`src/rtl/bf8b_pkg.sv`:
```
// Shared types and constants for the cache fill sequencer.
package bf8b_pkg;

    // state      | meaning
    // ST_IDLE    | waiting for cpu_req
    // ST_LOOKUP  | registered cache lookup result arriving
    // ST_MEM_RD  | read miss, waiting on mem_ack
    // ST_MEM_WR  | write-through, waiting on mem_ack
    // ST_FILL    | one-cycle insert of {addr,data} into the cache
    // ST_RESP    | one-cycle completion pulse to the CPU
    typedef enum logic [2:0] {
        ST_IDLE   = 3'd0,
        ST_LOOKUP = 3'd1,
        ST_MEM_RD = 3'd2,
        ST_MEM_WR = 3'd3,
        ST_FILL   = 3'd4,
        ST_RESP   = 3'd5
    } fill_state_t;

    localparam int         MEM_TIMEOUT_DEFAULT = 255;
    localparam logic [7:0] ERR_DATA            = 8'hFF;

endpackage

```
`src/rtl/wait_timer.sv`:
```
// Memory-wait timer: loads MAX-1 on clear, counts down while enabled,
// expire is asserted on the last permitted waiting cycle.
module wait_timer #(
    parameter int MAX = 255
) (
    input  logic clk_i,
    input  logic rst_ni,
    input  logic clear_i,
    input  logic enable_i,
    output logic expire_o
);

    localparam int            CW   = $clog2(MAX + 1);
    localparam logic [CW-1:0] LOAD = CW'(MAX - 1);

    logic [CW-1:0] cnt_q;
    logic [CW-1:0] cnt_d;

    always_comb begin
        cnt_d = cnt_q;
        if (clear_i) begin
            cnt_d = LOAD;
        end else if (enable_i && (cnt_q != '0)) begin
            cnt_d = cnt_q - CW'(1);
        end
    end

    always_ff @(posedge clk_i or negedge rst_ni) begin
        if (!rst_ni) begin
            cnt_q <= '0;
        end else begin
            cnt_q <= cnt_d;
        end
    end

    assign expire_o = enable_i && (cnt_q == '0);

endmodule

```
`src/rtl/cache_fill_ctrl.sv`:
```
// CPU access sequencer for the lookup cache: hits served from the cache,
// misses fetched from memory and inserted, writes go through to memory.
module cache_fill_ctrl
    import bf8b_pkg::*;
#(
    parameter int ADDR_WIDTH = 8,
    parameter int DATA_WIDTH = 8,
    parameter int TIMEOUT    = MEM_TIMEOUT_DEFAULT
) (
    input  logic                  clk_i,
    input  logic                  rst_ni,
    input  logic                  cpu_req_i,
    input  logic                  cpu_we_i,
    input  logic [ADDR_WIDTH-1:0] cpu_addr_i,
    input  logic [DATA_WIDTH-1:0] cpu_wdata_i,
    output logic [DATA_WIDTH-1:0] cpu_rdata_o,
    output logic                  cpu_ready_o,
    output logic                  cpu_err_o,
    output logic                  busy_o,
    output logic [ADDR_WIDTH-1:0] lookup_addr_o,
    input  logic                  cache_hit_i,
    input  logic [DATA_WIDTH-1:0] cache_rdata_i,
    output logic                  cache_fill_o,
    output logic [ADDR_WIDTH-1:0] fill_addr_o,
    output logic [DATA_WIDTH-1:0] fill_data_o,
    output logic                  mem_req_o,
    output logic                  mem_we_o,
    output logic [ADDR_WIDTH-1:0] mem_addr_o,
    output logic [DATA_WIDTH-1:0] mem_wdata_o,
    input  logic [DATA_WIDTH-1:0] mem_rdata_i,
    input  logic                  mem_ack_i
);

    localparam logic [DATA_WIDTH-1:0] ERR_WORD = {DATA_WIDTH{ERR_DATA[0]}};

    fill_state_t           state_q, state_d;
    logic                  we_q, we_d;
    logic                  err_q, err_d;
    logic [ADDR_WIDTH-1:0] addr_q, addr_d;
    logic [DATA_WIDTH-1:0] wdata_q, wdata_d;
    logic [DATA_WIDTH-1:0] data_q, data_d;
    logic                  tmr_clear;
    logic                  tmr_en;
    logic                  tmr_expire;

    wait_timer #(
        .MAX (TIMEOUT)
    ) u_wait_timer (
        .clk_i    (clk_i),
        .rst_ni   (rst_ni),
        .clear_i  (tmr_clear),
        .enable_i (tmr_en),
        .expire_o (tmr_expire)
    );

    always_comb begin
        state_d   = state_q;
        we_d      = we_q;
        err_d     = err_q;
        addr_d    = addr_q;
        wdata_d   = wdata_q;
        data_d    = data_q;
        tmr_clear = 1'b0;
        tmr_en    = 1'b0;
        unique case (state_q)
            ST_IDLE: begin
                if (cpu_req_i) begin
                    we_d    = cpu_we_i;
                    addr_d  = cpu_addr_i;
                    wdata_d = cpu_wdata_i;
                    err_d   = 1'b0;
                    state_d = ST_LOOKUP;
                end
            end
            ST_LOOKUP: begin
                tmr_clear = 1'b1;
                if (we_q) begin
                    state_d = ST_MEM_WR;
                end else if (cache_hit_i) begin
                    data_d  = cache_rdata_i;
                    state_d = ST_RESP;
                end else begin
                    state_d = ST_MEM_RD;
                end
            end
            ST_MEM_RD, ST_MEM_WR: begin
                tmr_en = 1'b1;
                // an ack on the expiry cycle still completes normally
                if (mem_ack_i) begin
                    data_d  = (state_q == ST_MEM_WR) ? wdata_q : mem_rdata_i;
                    state_d = ST_FILL;
                end else if (tmr_expire) begin
                    err_d   = 1'b1;
                    data_d  = ERR_WORD;
                    state_d = ST_RESP;
                end
            end
            ST_FILL: begin
                state_d = ST_RESP;
            end
            ST_RESP: begin
                state_d = ST_IDLE;
            end
            default: begin
                state_d = ST_IDLE;
            end
        endcase
    end

    always_ff @(posedge clk_i or negedge rst_ni) begin
        if (!rst_ni) begin
            state_q <= ST_IDLE;
            we_q    <= 1'b0;
            err_q   <= 1'b0;
            addr_q  <= '0;
            wdata_q <= '0;
            data_q  <= ERR_WORD;
        end else begin
            state_q <= state_d;
            we_q    <= we_d;
            err_q   <= err_d;
            addr_q  <= addr_d;
            wdata_q <= wdata_d;
            data_q  <= data_d;
        end
    end

    // The cache registers its lookup, so the address must be presented
    // combinationally in IDLE for the result to land in LOOKUP.
    assign lookup_addr_o = ((state_q == ST_IDLE) && cpu_req_i) ? cpu_addr_i : addr_q;

    assign busy_o       = (state_q != ST_IDLE);
    assign mem_req_o    = (state_q == ST_MEM_RD) || (state_q == ST_MEM_WR);
    assign mem_we_o     = (state_q == ST_MEM_WR);
    assign mem_addr_o   = addr_q;
    assign mem_wdata_o  = wdata_q;
    assign cache_fill_o = (state_q == ST_FILL);
    assign fill_addr_o  = (state_q == ST_FILL) ? addr_q : '0;
    assign fill_data_o  = (state_q == ST_FILL) ? data_q : '0;
    assign cpu_ready_o  = (state_q == ST_RESP);
    assign cpu_err_o    = (state_q == ST_RESP) && err_q;
    assign cpu_rdata_o  = data_q;

endmodule

```
`config.mk`:
```
export PLATFORM = sky130hd
export DESIGN_NAME = cache_fill_ctrl
export DESIGN_NICKNAME = d
export VERILOG_FILES = /design/src/rtl/bf8b_pkg.sv /design/src/rtl/wait_timer.sv /design/src/rtl/cache_fill_ctrl.sv
export SDC_FILE = /design/constraint.sdc
export NUM_CORES = 1
export LEC_CHECK = 0
export ABC_AREA = 1
export ABC_CLOCK_PERIOD_IN_PS = 2000
export BUFFER_PORTS_ARGS = -buffer_cell sky130_fd_sc_hd__buf_4
export CORE_ASPECT_RATIO = 1.5
export CORE_MARGIN = 2
export CORE_UTILIZATION = 39
export CTS_CLUSTER_DIAMETER = 150
export CTS_CLUSTER_SIZE = 30
export DETAILED_ROUTE_END_ITERATION = 8
export PLACE_DENSITY = 0.79
export SYNTH_ARGS = -nofsm -noshare
export SYNTH_HDL_FRONTEND = slang
export SYNTH_SLANG_ARGS = --single-unit
```
`constraint.sdc`:
```
create_clock -name clk_i -period 2 [get_ports clk_i]
set_clock_uncertainty 0.15 [all_clocks]
set_input_delay 0.4 -clock clk_i [delete_from_list [all_inputs] [get_ports clk_i]]
set_output_delay 0.4 -clock clk_i [all_outputs]
set_load 0.02 [all_outputs]
```
* Word-level counts from Yosys, hierarchy flattened
Cells that the tools add are included.
** Storage, ports and cells
- Bits in registers :: 37
- Bits of input ports :: 38
- Output and inout port bits :: 54
- Word-level logic and storage cells :: 59
** Operators by class
- $add $sub $neg :: 1
- Equality and inequality tests :: 11
- Mux-type cells :: 23
- Reductions and logical operators :: 17
** Operators by type and width (number)
- 8-bit two-way mux :: 10
- 8-bit case mux with 2 select lines :: 1
- 3-bit two-way mux :: 5
- 3-bit case mux with 4 select lines :: 1
- 2-bit inequality test (second input constant) :: 5
- 8-bit logical NOT :: 1
- 4-bit AND reduction :: 2
- 8-bit nonzero test :: 1
- 8-bit by 1-bit subtractor with 8-bit output (second input constant) :: 1
- 3-bit by 2-bit == test with 1-bit output (second input constant) :: 2
- 3-bit == test (second input constant) :: 2
- 2-bit nonzero test :: 3
- 1-bit two-way mux :: 5
- 1-bit logical AND :: 4
- 2-bit AND reduction :: 2
- 3-bit by 1-bit == test with 1-bit output (second input constant) :: 1
- 3-bit logical NOT :: 1
- 3-bit inequality test (second input constant) :: 1
- 3-bit nonzero test :: 1
- 1-bit case mux with 2 select lines :: 1
- 2-bit OR reduction :: 1
- 1-bit logical OR :: 1

* Longest topological paths before layout
- Word-level depth :: 7
- Depth in mapped cells :: 9
- Gate-level depth less buffers :: 9

* Modules after synthesis
Synthesis repeated with hierarchy kept, for this count alone.
** Unflattened totals
- Cells, all modules :: 312
- Area, all modules :: 2290.9 um2
** Modules (own cells, without submodules)
- cache_fill_ctrl :: times used 1, cells an instance 234, area an instance 1706.6 um2
- wait_timer :: times used 1, cells an instance 78, area an instance 584.3 um2

* Worst setup path before layout
Ideal clock, no wire load.
- Kind :: register to output
- From :: register state_q[1]
- To :: output lookup_addr_o[6]
- Arrival :: 1.347 ns
- Data required time :: 1.450 ns
- Setup slack :: 0.103 ns
- Stages on the path, launching flop included :: 7
- Cells stage by stage :: dfrtp_1 > inv_2 > nand2_2 > nor2_4 > nand2_2 > buf_2 > a21oi_1
** On the way
- Word-level cells in the longest chain between the ends :: 3
** Ends and longest elaborated chain
- start: declaration :: line cache_fill_ctrl.sv:36 : fill_state_t state_q, state_d;
- start signal: assignment :: line cache_fill_ctrl.sv:119 : state_q <= state_d;
- 3-bit logical NOT :: line cache_fill_ctrl.sv:130 : assign lookup_addr_o = ((state_q == ST_IDLE) && cpu_req_i) ? cpu_addr_i : addr_q;
- 1-bit logical AND :: line cache_fill_ctrl.sv:130
- 8-bit two-way mux :: line cache_fill_ctrl.sv:130
- end: declaration :: line cache_fill_ctrl.sv:20 : output logic [ADDR_WIDTH-1:0] lookup_addr_o,
Every way passes these cells.

* Worst setup path in the final report
- From :: register state_q[1]
- To :: output lookup_addr_o[5]
Same word-level chain as after synthesis.

==> key figures <==
Run status
  • Outcome: finished, violations left
  • Failing checks: setup timing

Final layout
  • Layout cell share with drive strength beyond 1: 0.410
  • Non-filler cells in the finished layout: 499
  • Final instance area: 3360 um2
  • Ant. Diodes: 0
  • Nets@finish: 468
  • Layout area overhead: 54.4%
  • Fillers: 481

Critical path
  • Critical Path AT: 1500 ps
  • R2R depth: 7
  • Critical Path Sink Type: output port
  • Setup CP Type: reg -> out
  • Setup slack, reg-to-reg: 240 ps
  • Startpoint Class: register
  • Critical Path RT: 1450 ps
  • Worst-path fanout max: 4
  • Critical R2R Capture: u_wait_timer.cnt_q[1]
  • R2R Path Start: state_q[1]

Floorplanning
  • Core box area: 5450 um2
  • Die W: 65.0 um
  • Row cnt: 33
  • Die footprint: 6210 um2
  • Ports: 92
  • Starting density of the core: 0.400
  • Die Ht: 95.5 um

Synth
  • Post-synth top area share: 0.333
  • Distinct cells, synth: 23
  • Cell taking the most area after synthesis: dfrtp_1
  • Syn Std Cell Area: 2180 um2
  • Post-synth EDFFs: 0
  • Ys flop type: dfrtp_1
  • Synth Instances: 314
  • Synth cell count leaders: nand2_1 (101), nor2_1 (55), inv_1 (41)
  • Net Count, Synth: 354
  • Ys async rst share: 1.00
  • Post-synthesis sequential area ratio: 0.430
  • Most frequent cell after synthesis: nand2_1
  • Synth top area cells: dfrtp_1 (33%), nand2_1 (17%), dfstp_2 (9.6%), nor2_1 (9.5%), inv_1 (7.1%)
  • Synthesized area per cell: 6.94 um2
  • Ys Warns: 0
  • Synth Register Bits: 37

STA
  • Hold slack final: 191 ps
  • Tcrit/Tclk final: 1.02
  • Max_slew headroom: 0.687
  • Final Hold Vio Count: 0
  • Setup WS post-layout: -46.3 ps
  • Fin crit period: 2050 ps
  • Slew Viols, Final: 0
  • Fmax: 489 MHz
  • Worst Tran Pin Value: 470 ps
  • Final setup fails: 11
  • RSZ-0062 raised after global routing: yes

Pwr
  • Total design power: 5.96 mW
  • Peak supply drop: 0.00104 V
  • P_leak: 1.89 nW
  • PwrDens: 1770 nW/um2

Flow run
  • Max Cap Viol: 0

Routing
  • Routed length per instance: 13.5 um
  • Detailed Route WL: 6740 um
  • DR DRC count: 0
  • DR iter-0 viols: 80
  • Vias: 2365
  • Final antenna-violating net count: 0
  • Vias per cell: 4.74
  • 1st-pass router iterations: 4

Global routing
  • GRT busiest layer: met2
  • Initial antenna violation count: 0
  • Global routing usage on met1: 0.255
  • Vias in the first global route: 2203
  • GRT Total Usage: 0.227
  • Largest net degree at the start of global routing: 38
  • Total gr overflow: 0
  • Routing usage on met3: 0.0378
  • Met2 global-route usage: 0.419
  • First-pass GRT wire length: 10700 um

Placed design
  • # port buffers: 91
  • DP HPWL: 4600 um
  • Cells after DPL: 471
  • RePlAce Congestion: 0.936
  • Dpl cell area: 2920 um2

Clock tree
  • Worst-Skew Late Latency: 290 ps
  • Clock slew at reported path FFs: 70 ps
  • Clock Sinks: 37
  • CTS tree: done
  • Num CTS Buffers: 5
  • CTS H-tree depth: 2
  • Clock tree buffer depth: 2
  • Clk root buf: clkbuf_8

Hold path
  • Hold Path Stages: 3
  • Min-Delay Path Class: in -> reg
  • Hold Startpoint: cpu_wdata_i[3]
  • Hold worst-path end: mem_wdata_o[3]
==> area by class of cell <==
class	instances	area, um2	area share
Inverter	45	174	0.0517
Multi-Input combinational cell	226	1180	0.352
Tap cell	70	87.6	0.0260
Timing Repair Buffer	113	878	0.261
Clock inverter	1	5.00	0.00149
Sequential cell	37	937	0.279
Clock buffer	7	96.3	0.0286
==> cell usage in the layout, fill, tap and decap left out <==
| cell | instances |
|---|---|
| inv_6 | 1 |
| clkbuf_8 | 7 |
| a21oi_4 | 3 |
| o21ai_1 | 1 |
| nand2_1 | 101 |
| inv_1 | 40 |
| dfstp_2 | 8 |
| dfrtp_2 | 1 |
| inv_2 | 4 |
| a21boi_0 | 1 |
| nand3_1 | 23 |
| dfrtp_1 | 28 |
| clkinv_2 | 1 |
| buf_6 | 4 |
| buf_4 | 107 |
| nor2_1 | 43 |
| nor3b_2 | 1 |
| dlygate4sd3_1 | 1 |
| nor2_2 | 7 |
| o21ai_2 | 6 |
| o21ai_0 | 5 |
| nand2_2 | 3 |
| a21oi_2 | 6 |
| a21oi_1 | 8 |
| buf_12 | 1 |
| nor2_4 | 10 |
| nand2_4 | 4 |
| ha_1 | 2 |
| nand2_8 | 2 |
==> metal layers <==
layer | share of wire | vias to the layer above
met2 | 0.55 | 78
met5 | 0 | -
met4 | 0.034 | 0
li1 | - | 1185
met1 | 0.38 | 1083
met3 | 0.041 | 19
==> through the flow <==
stage,utilization,setup TNS [ps],worst slack (ps)
4_1_cts,0.601,-331,-46.5
3_5_place_dp,0.535,0,112
5_1_grt,0.617,-2290,-121
3_3_place_gp,0.535,0,177
2_1_floorplan,-,0,103
6_report,0.617,-202,-46.3
==> logic make-up after synthesis <==
group	Yosys count	share of synthesized area
and+or+nand+nor	192	0.371
AOI/OAI and AO/OA	30	0.0821
DFF	37	0.430
buffers and inverters	53	0.106
adders and majority gates	2	0.0115
==> worst max path at each step <==
stage / start / endpoint / slack, ps
6_report: state_q[1] / lookup_addr_o[5] / -50
5_1_grt: state_q[1] / lookup_addr_o[5] / -120
4_1_cts: state_q[1] / lookup_addr_o[7] / -50
3_5_place_dp: state_q[1] / lookup_addr_o[7] / 110
3_3_place_gp: state_q[1] / lookup_addr_o[2] / 180
2_1_floorplan: state_q[1] / lookup_addr_o[6] / 100
==> worst max-delay path, stage by stage, from the launching register on <==
cell,delay (ps)
dfrtp_1,390
inv_2,80
nand2_4,60
nor2_4,90
buf_12,140
nand2_4,100
nor2_4,140
a21oi_4,50
buf_4,160
==> state kept, by name, indices dropped and copies added, names as in the netlist <==
register	cells
cpu_rdata_o	8
err_q	1
mem_addr_o	8
mem_wdata_o	8
state_q	3
u_wait_timer.cnt_q	8
we_q	1
==> what timing repair did <==
action,4_1_cts,5_1_grt
hold buffers,1,0
setup endpoints to repair,24,28
pin swaps,11,7
cloned,2,0
buffers inserted,10,7
resized for setup,35,8
endpoints found under the hold margin,29,0
==> report_power, final <==
part,internal (mW),leakage (nW),switching [mW]
Sequential,1.19,0.429,0.296
Clock,0.311,0.0542,0.261
Combinational,1.55,1.41,2.35
Total,3.05,1.89,2.90
Note: power is estimated with default switching activity, not from simulation.
